===== src/rtl/arm_core_pkg.sv =====
// arm_core_pkg: shared widths, register indices and types for the ARMv8 core
package arm_core_pkg;
   localparam int XLEN = 64;
   localparam int REG_ADDR_W = 5;
   localparam logic [4:0] XZR_IDX = 5'd31;
   localparam int NUM_GPR = 32;
   typedef logic [4:0] reg_idx_t;
endpackage


===== src/rtl/reg_write_decoder.sv =====
// reg_write_decoder: enabled one-hot write demux; the zero-register bit never fires
module reg_write_decoder #(
   parameter int ADDR_W = 5,
   parameter int ZERO_IDX = 31
) (
   input  logic                 en,
   input  logic [ADDR_W-1:0]    addr,
   output logic [2**ADDR_W-1:0] onehot
);
   // en gates every bit first, so an unknown addr cannot leak through when idle
   for (genvar i = 0; i < 2**ADDR_W; i++) begin : g_bit
      if (i == ZERO_IDX) begin : g_z
         assign onehot[i] = 1'b0;
      end else begin : g_r
         assign onehot[i] = en && (addr == ADDR_W'(i));
      end
   end
endmodule


===== src/rtl/arm_reg_file.sv =====
// arm_reg_file: 31x64 GPR storage plus XZR, two combinational read ports with WB->ID bypass
module arm_reg_file
   import arm_core_pkg::*;
#(
   parameter int DATA_W = XLEN,
   parameter int ADDR_W = REG_ADDR_W,
   parameter int ZERO_IDX = int'(XZR_IDX),
   parameter bit BYPASS = 1'b1
) (
   input  logic              clk,
   input  logic              reset,
   input  logic [ADDR_W-1:0] RA1,
   input  logic [ADDR_W-1:0] RA2,
   output logic [DATA_W-1:0] RD1,
   output logic [DATA_W-1:0] RD2,
   input  logic              RegWrite,
   input  logic [ADDR_W-1:0] WA,
   input  logic [DATA_W-1:0] WD
);
   localparam int N = 2**ADDR_W;
   localparam logic [ADDR_W-1:0] ZI = ADDR_W'(ZERO_IDX);
   logic [N-1:0] we;
   logic [DATA_W-1:0] mem [N];
   reg_write_decoder #(.ADDR_W(ADDR_W), .ZERO_IDX(ZERO_IDX)) u_dec (
      .en(RegWrite),
      .addr(WA),
      .onehot(we)
   );
   for (genvar i = 0; i < N; i++) begin : g_ent
      if (i == ZERO_IDX) begin : g_z
         logic unused_we;
         assign unused_we = we[i];
         assign mem[i] = '0;
      end else begin : g_r
         logic [DATA_W-1:0] q;
         always_ff @(posedge clk or posedge reset)
            if (reset) q <= '0;
            else if (we[i]) q <= WD;
         assign mem[i] = q;
      end
   end
   // XZR beats bypass; reset forces zero so an in-flight WD cannot bypass during reset
   always_comb begin
      RD1 = (reset || RA1 == ZI) ? '0 : (BYPASS && RegWrite && WA == RA1) ? WD : mem[RA1];
      RD2 = (reset || RA2 == ZI) ? '0 : (BYPASS && RegWrite && WA == RA2) ? WD : mem[RA2];
   end
endmodule


===== config.mk =====
export PLATFORM = sky130hd
export DESIGN_NAME = arm_reg_file
export DESIGN_NICKNAME = d
export VERILOG_FILES = /design/src/rtl/arm_core_pkg.sv /design/src/rtl/reg_write_decoder.sv /design/src/rtl/arm_reg_file.sv
export SDC_FILE = /design/constraint.sdc
export NUM_CORES = 2
export LEC_CHECK = 0
export CAP_MARGIN = 15
export CORE_MARGIN = 4
export CORE_UTILIZATION = 51
export DETAILED_ROUTE_END_ITERATION = 16
export PLACE_DENSITY = 0.7
export SETUP_SLACK_MARGIN = 0.5
export SKIP_LAST_GASP = 1
export SLEW_MARGIN = 15
export SYNTH_ARGS = -nofsm -noshare
export SYNTH_HDL_FRONTEND = slang
export SYNTH_SLANG_ARGS = --single-unit

===== constraint.sdc =====
create_clock -name clk -period 93.5 [get_ports clk]
set_input_delay 23.375 -clock clk [delete_from_list [all_inputs] [get_ports clk]]
set_output_delay 23.375 -clock clk [all_outputs]
set_load 0.02 [all_outputs]

# Word level (Yosys, flattened, before mapping)
# Index checks and enable logic that the tools add are counted.
totals:
  register_bits: 1984
  latchBits: 0
  mem_bits_rw: 0
  romBits: 0
  input_bits: 82
  elab_cells: 115
  memories: 0
classes:
  n_addsub: 0
  mul: 0
  div: 0
  magnitude_cmp: 2
  n_eq_ne: 34
  shift: 0
  muxes: 10
  bitwise: 2
  n_reduce_logical: 36
op_table:
  columns: ["operator", "n"]
  rows:
  - ["binary-select mux 64 bit (select 5 bit)", 2]
  - ["2-to-1 mux 64 bit", 8]
  - ["== test 5 bit, second input constant", 17]
  - ["== test 5 x 4 -> 1 bit, second input constant", 8]
  - ["logical AND 1 bit", 33]
  - ["== test 5 x 3 -> 1 bit, second input constant", 4]
  - ["greater-or-equal comparator 6 bit, second input constant", 2]
  - ["inverter 5 -> 6 bit", 2]
  - ["== test 5 x 2 -> 1 bit, second input constant", 2]
  - ["== test 5 bit", 2]
  - ["== test 5 x 1 -> 1 bit, second input constant", 1]
  - ["logical NOT 5 bit", 1]
  - ["logical OR 1 bit", 2]

# Depth between registers and ports, before layout
logic_depth:
  ltp_word: 6
  ltp_mapped: 11
  ltp_nobuf: 5

# Hierarchy
# Synthesis repeated with hierarchy kept, for this count alone.
unflattened:
  hier_cells: 7292
  hier_area_um2: 106641.0
by_module_without_submodules:
  columns: ["mod", "n_inst", "cells_each", "area_per_inst_um2"]
  rows:
  - ["arm_reg_file", 1, 7244, 106399.5]
  - ["reg_write_decoder", 1, 48, 241.5]

# Least setup slack after synthesis
# OpenSTA, ideal clock, no wires.
synth_timing:
  kind: "input -> output"
  start: "in reset"
  end: "out RD1[24]"
  arrival_ns: 72.781
  required_time_ns: 70.125
  path_slack_ns: -2.656
  path_stages: 5
  n_path_buf: 1
  path_cell_list: "inv_1 o21ai_1 nor2_1 clkbuf_1 a211o_1"
synth_between:
  elab_chain_len: 2
synth_rtl:
  columns: ["element", "line_no", "text"]
  rows:
  - ["from (decl)", "arm_reg_file.sv:11", "input logic reset,"]
  - ["logical OR 1 bit", "arm_reg_file.sv:44", "RD1 = (reset || RA1 == ZI) ? '0 : (BYPASS && RegWrite && WA == RA1) ? WD : mem[RA1];"]
  - ["2-to-1 mux 64 bit", "arm_reg_file.sv:44", null]
  - ["to (decl)", "arm_reg_file.sv:14", "output logic [DATA_W-1:0] RD1,"]
# No other way between the ends.

# Final worst setup path
layout_timing:
  start: "in RA1[0]"
  end: "out RD1[27]"
layout_between:
  elab_chain_len: 6
  elab_cells_between_ends: 10
  cone_classes: "2 x eq/ne; 5 x mux; 1 x bitwise; 2 x reduce/logical"
layout_rtl:
  columns: ["element", "line_no", "text"]
  rows:
  - ["from (decl)", "arm_reg_file.sv:12", "input logic [ADDR_W-1:0] RA1,"]
  - ["inverter 5 -> 6 bit (not written as such)", "arm_reg_file.sv:44", null]
  - ["binary-select mux 64 bit (select 5 bit)", "arm_reg_file.sv:44", null]
  - ["2-to-1 mux 64 bit (not written as such) (2 in a row)", "arm_reg_file.sv:44", null]
  - ["2-to-1 mux 64 bit", "arm_reg_file.sv:44", null]
  - ["2-to-1 mux 64 bit *", "arm_reg_file.sv:44", null]
# Mark *: on every way between the ends. The rest lies on a longest branch, timed or not. The select of a mux whose other input is x is not followed.

==> impl_metrics.env <==
export IMPL_outcome="completed"
export IMPL_finalMaxSlewViolations=0
export IMPL_crit_path_max_fanout=49
export IMPL_placed_cell_area_sq_um=111000
export IMPL_crit_chain="buf_8 > buf_4 > buf_4 > buf_4 > buf_4 > mux4_2 > mux2i_1 > o32ai_1 > nor3_1 > nor2_1 > clkdlybuf4s50_1"
export IMPL_path_buf_inv=6
export IMPL_ios=210
export IMPL_cts_tree="yes"
export IMPL_end_kind="output pin"
export IMPL_yosys_warnings=0
export IMPL_synth_nets=7493
export IMPL_tightest_slew_ns=1.27
export IMPL_drc_errors=0
export IMPL_clk_pin_slew_ns=0.06
export IMPL_area_growth_pct=10.6
export IMPL_hold_buffers=0
export IMPL_arrival_ns=29.04
export IMPL_synth_edff_count=0
export IMPL_wl_per_cell_microns=37.2
export IMPL_p_per_area_nw_per_um2=21.7
export IMPL_yosysSeqAreaShare_pct=46.6
export IMPL_htreeDepth=4
export IMPL_synthArstFlopShare_pct=100
export IMPL_avgViaCountPerCell=7.19
export IMPL_cpLargestDelayFamily="buffers and inverters"
export IMPL_grt_antenna_before_repair=26
export IMPL_required_ns=70.12
export IMPL_dp_final_hpwl_mm=211
export IMPL_cp_slowest_cell="buf_4"
export IMPL_synth_most_common_cell="dfrtp_1"
export IMPL_rows=167
export IMPL_worst_path_largest_cell_delay_ns=0.84
export IMPL_slew_headroom_pct=15.0
export IMPL_dieArea_sq_um=216000
export IMPL_synth_cells=7411
export IMPL_grt_pass1_vias=74600
export IMPL_stdcell_area_sq_um=118000
export IMPL_place_gp_congestion=0.858
export IMPL_synth_top_cell_area_share_pct=46.6
export IMPL_critPathKind="in2out"
export IMPL_layout_drive_gt1_share_pct=46.1
export IMPL_rsz0062_at_grt="no"
export IMPL_grt_use_total_pct=34.8
export IMPL_yosys_area_top_type="dfrtp_1"
export IMPL_p_leak_nw=50.7
export IMPL_chipHeight_microns=465
export IMPL_fin_worst_skew_ns=0
export IMPL_overflow=0
export IMPL_initial_core_util_pct=51.3
export IMPL_setup_viol=0
export IMPL_synth_seq_cells=1984
export IMPL_wirelength_mm=379
export IMPL_synth_top_flop_cell="dfrtp_1"
export IMPL_cts_path_max_buffers=3
export IMPL_largest_reg_flops=1984
export IMPL_drt_iter0_drc=9400
export IMPL_vdd_drop_max_mv=0.0202
export IMPL_start_kind="input pin"
export IMPL_grt_pass1_wl_mm=547
export IMPL_synthTopCellsByCount="dfrtp_1 (1984), mux2_2 (1932), mux4_2 (828)"
export IMPL_syn_avg_cell_area_sq_um=14.4
export IMPL_clk_latency_ns=0.86
export IMPL_drtPass1Iterations=5
export IMPL_drv_cap=0
export IMPL_num_vias=73300
export IMPL_coreArea_sq_um=207000
export IMPL_regMostFlops="g_ent.g_r.q"
export IMPL_post_route_period_util_pct=56.1
export IMPL_post_cts_resized=0
export IMPL_cts_buffers=208
export IMPL_reg_top3="g_ent.g_r.q (1984)"
export IMPL_hold_path_class="reg2reg"
export IMPL_fin_crit_ns=52.41
export IMPL_post_synth_num_cell_types=61
export IMPL_cts_root_buffer="clkbuf_16"
export IMPL_timing_fmax_ghz=0.0191
export IMPL_fp_dieW_microns=465
export IMPL_synth_area_sq_um=107000
export IMPL_cp_common_cell="buf_4"
export IMPL_postCtsSetupRepairBufs=0
export IMPL_io_buffers=209
export IMPL_ant_nets=0
export IMPL_clock_sinks=1984
export IMPL_fin_nets=7309
export IMPL_grt_max_degree=188
export IMPL_hold_violations=0
export IMPL_tns_ns=0
export IMPL_synthTopCellsByArea="dfrtp_1 (47%), mux2_2 (20%), mux4_2 (18%), mux2i_1 (2.9%), clkbuf_1 (1.7%)"
## layout make-up
cell class / count / area [sq um]
multi-input combinational: 4533 / 53400
clock inverter: 57 / 738
fill: 16200 / 89700
tap: 2788 / 3490
sequential: 1984 / 49600
clock buffer: 322 / 6380
timing repair buffer: 423 / 3830
antenna: 13 / 32.5
inverter: 77 / 294
## metrics by stage
step	setup slack (ns)	utilization (%)	instances	hold slack (ns)	power [W]
global route	40.68	56.8	10200	0.521	0.00265
floorplan	11.97	-	7411	0.476	0.00154
CTS	40.96	56.8	10200	0.510	0.00255
global placement	41.07	53.3	9804	0.487	0.00166
finish	41.09	56.8	10200	0.507	0.00255
detailed placement	40.96	53.3	9805	0.496	0.00169
## kinds of logic after synthesis
logic type	synth area share, %
muxes	41.2
DFF	46.6
buffers and inverters	3.64
AOI/OAI and AO/OA	6.04
and+or+nand+nor	2.41
xor gates and xnor gates	0.0822
## metal layers
metal / wire [microns] / vias to the layer above / track usage, %
met5: 225 / - / 0
met4: 25500 / 28 / 19.5
met3: 43000 / 1311 / 9.74
met2: 170000 / 4732 / 52.6
met1: 141000 / 38900 / 45.7
li1: - / 28400 / -
## worst paths after layout
check	from	endpoint	slack, ns	depth (start not counted)
max	RA1[0]	RD1[27]	41.09	11
min	g_ent[14].g_r.q[35]	g_ent[14].g_r.q[35]	0.51	1
max reg2reg	g_ent[14].g_r.q[58]	g_ent[14].g_r.q[58]	92.66	1
min reg2reg	g_ent[14].g_r.q[35]	g_ent[14].g_r.q[35]	0.51	1
max in group asynchronous	reset	g_ent[21].g_r.q[15]	63.95	9
min in group asynchronous	reset	g_ent[8].g_r.q[48]	23.28	2
## cell usage in the layout, fill, tap and decap left out, types with 22 or more instances in the layout
master / n
a211oi_1: 68
a21oi_1: 54
a221oi_1: 23
a22o_1: 68
a22oi_1: 183
buf_4: 206
clkbuf_1: 44
clkbuf_16: 212
clkbuf_8: 66
clkdlybuf4s50_1: 198
clkinv_2: 28
dfrtp_1: 1984
inv_1: 73
mux2_1: 37
mux2_2: 1932
mux2i_1: 307
mux4_2: 828
nand2_1: 130
nand3_1: 111
nor2_1: 104
nor2b_1: 38
nor3_1: 52
o211ai_1: 22
o21ai_0: 113
o221ai_1: 69
o22a_1: 42
o22ai_1: 97
o2bb2ai_1: 25
## where the power goes
part	switching, W	total (W)	internal [W]
Clock	0.000360	0.000865	0.000506
Combinational	0.000228	0.000537	0.000309
Sequential	0.000123	0.00115	0.00103
Total	0.000711	0.00255	0.00184
(Power assumes the default switching activity.)
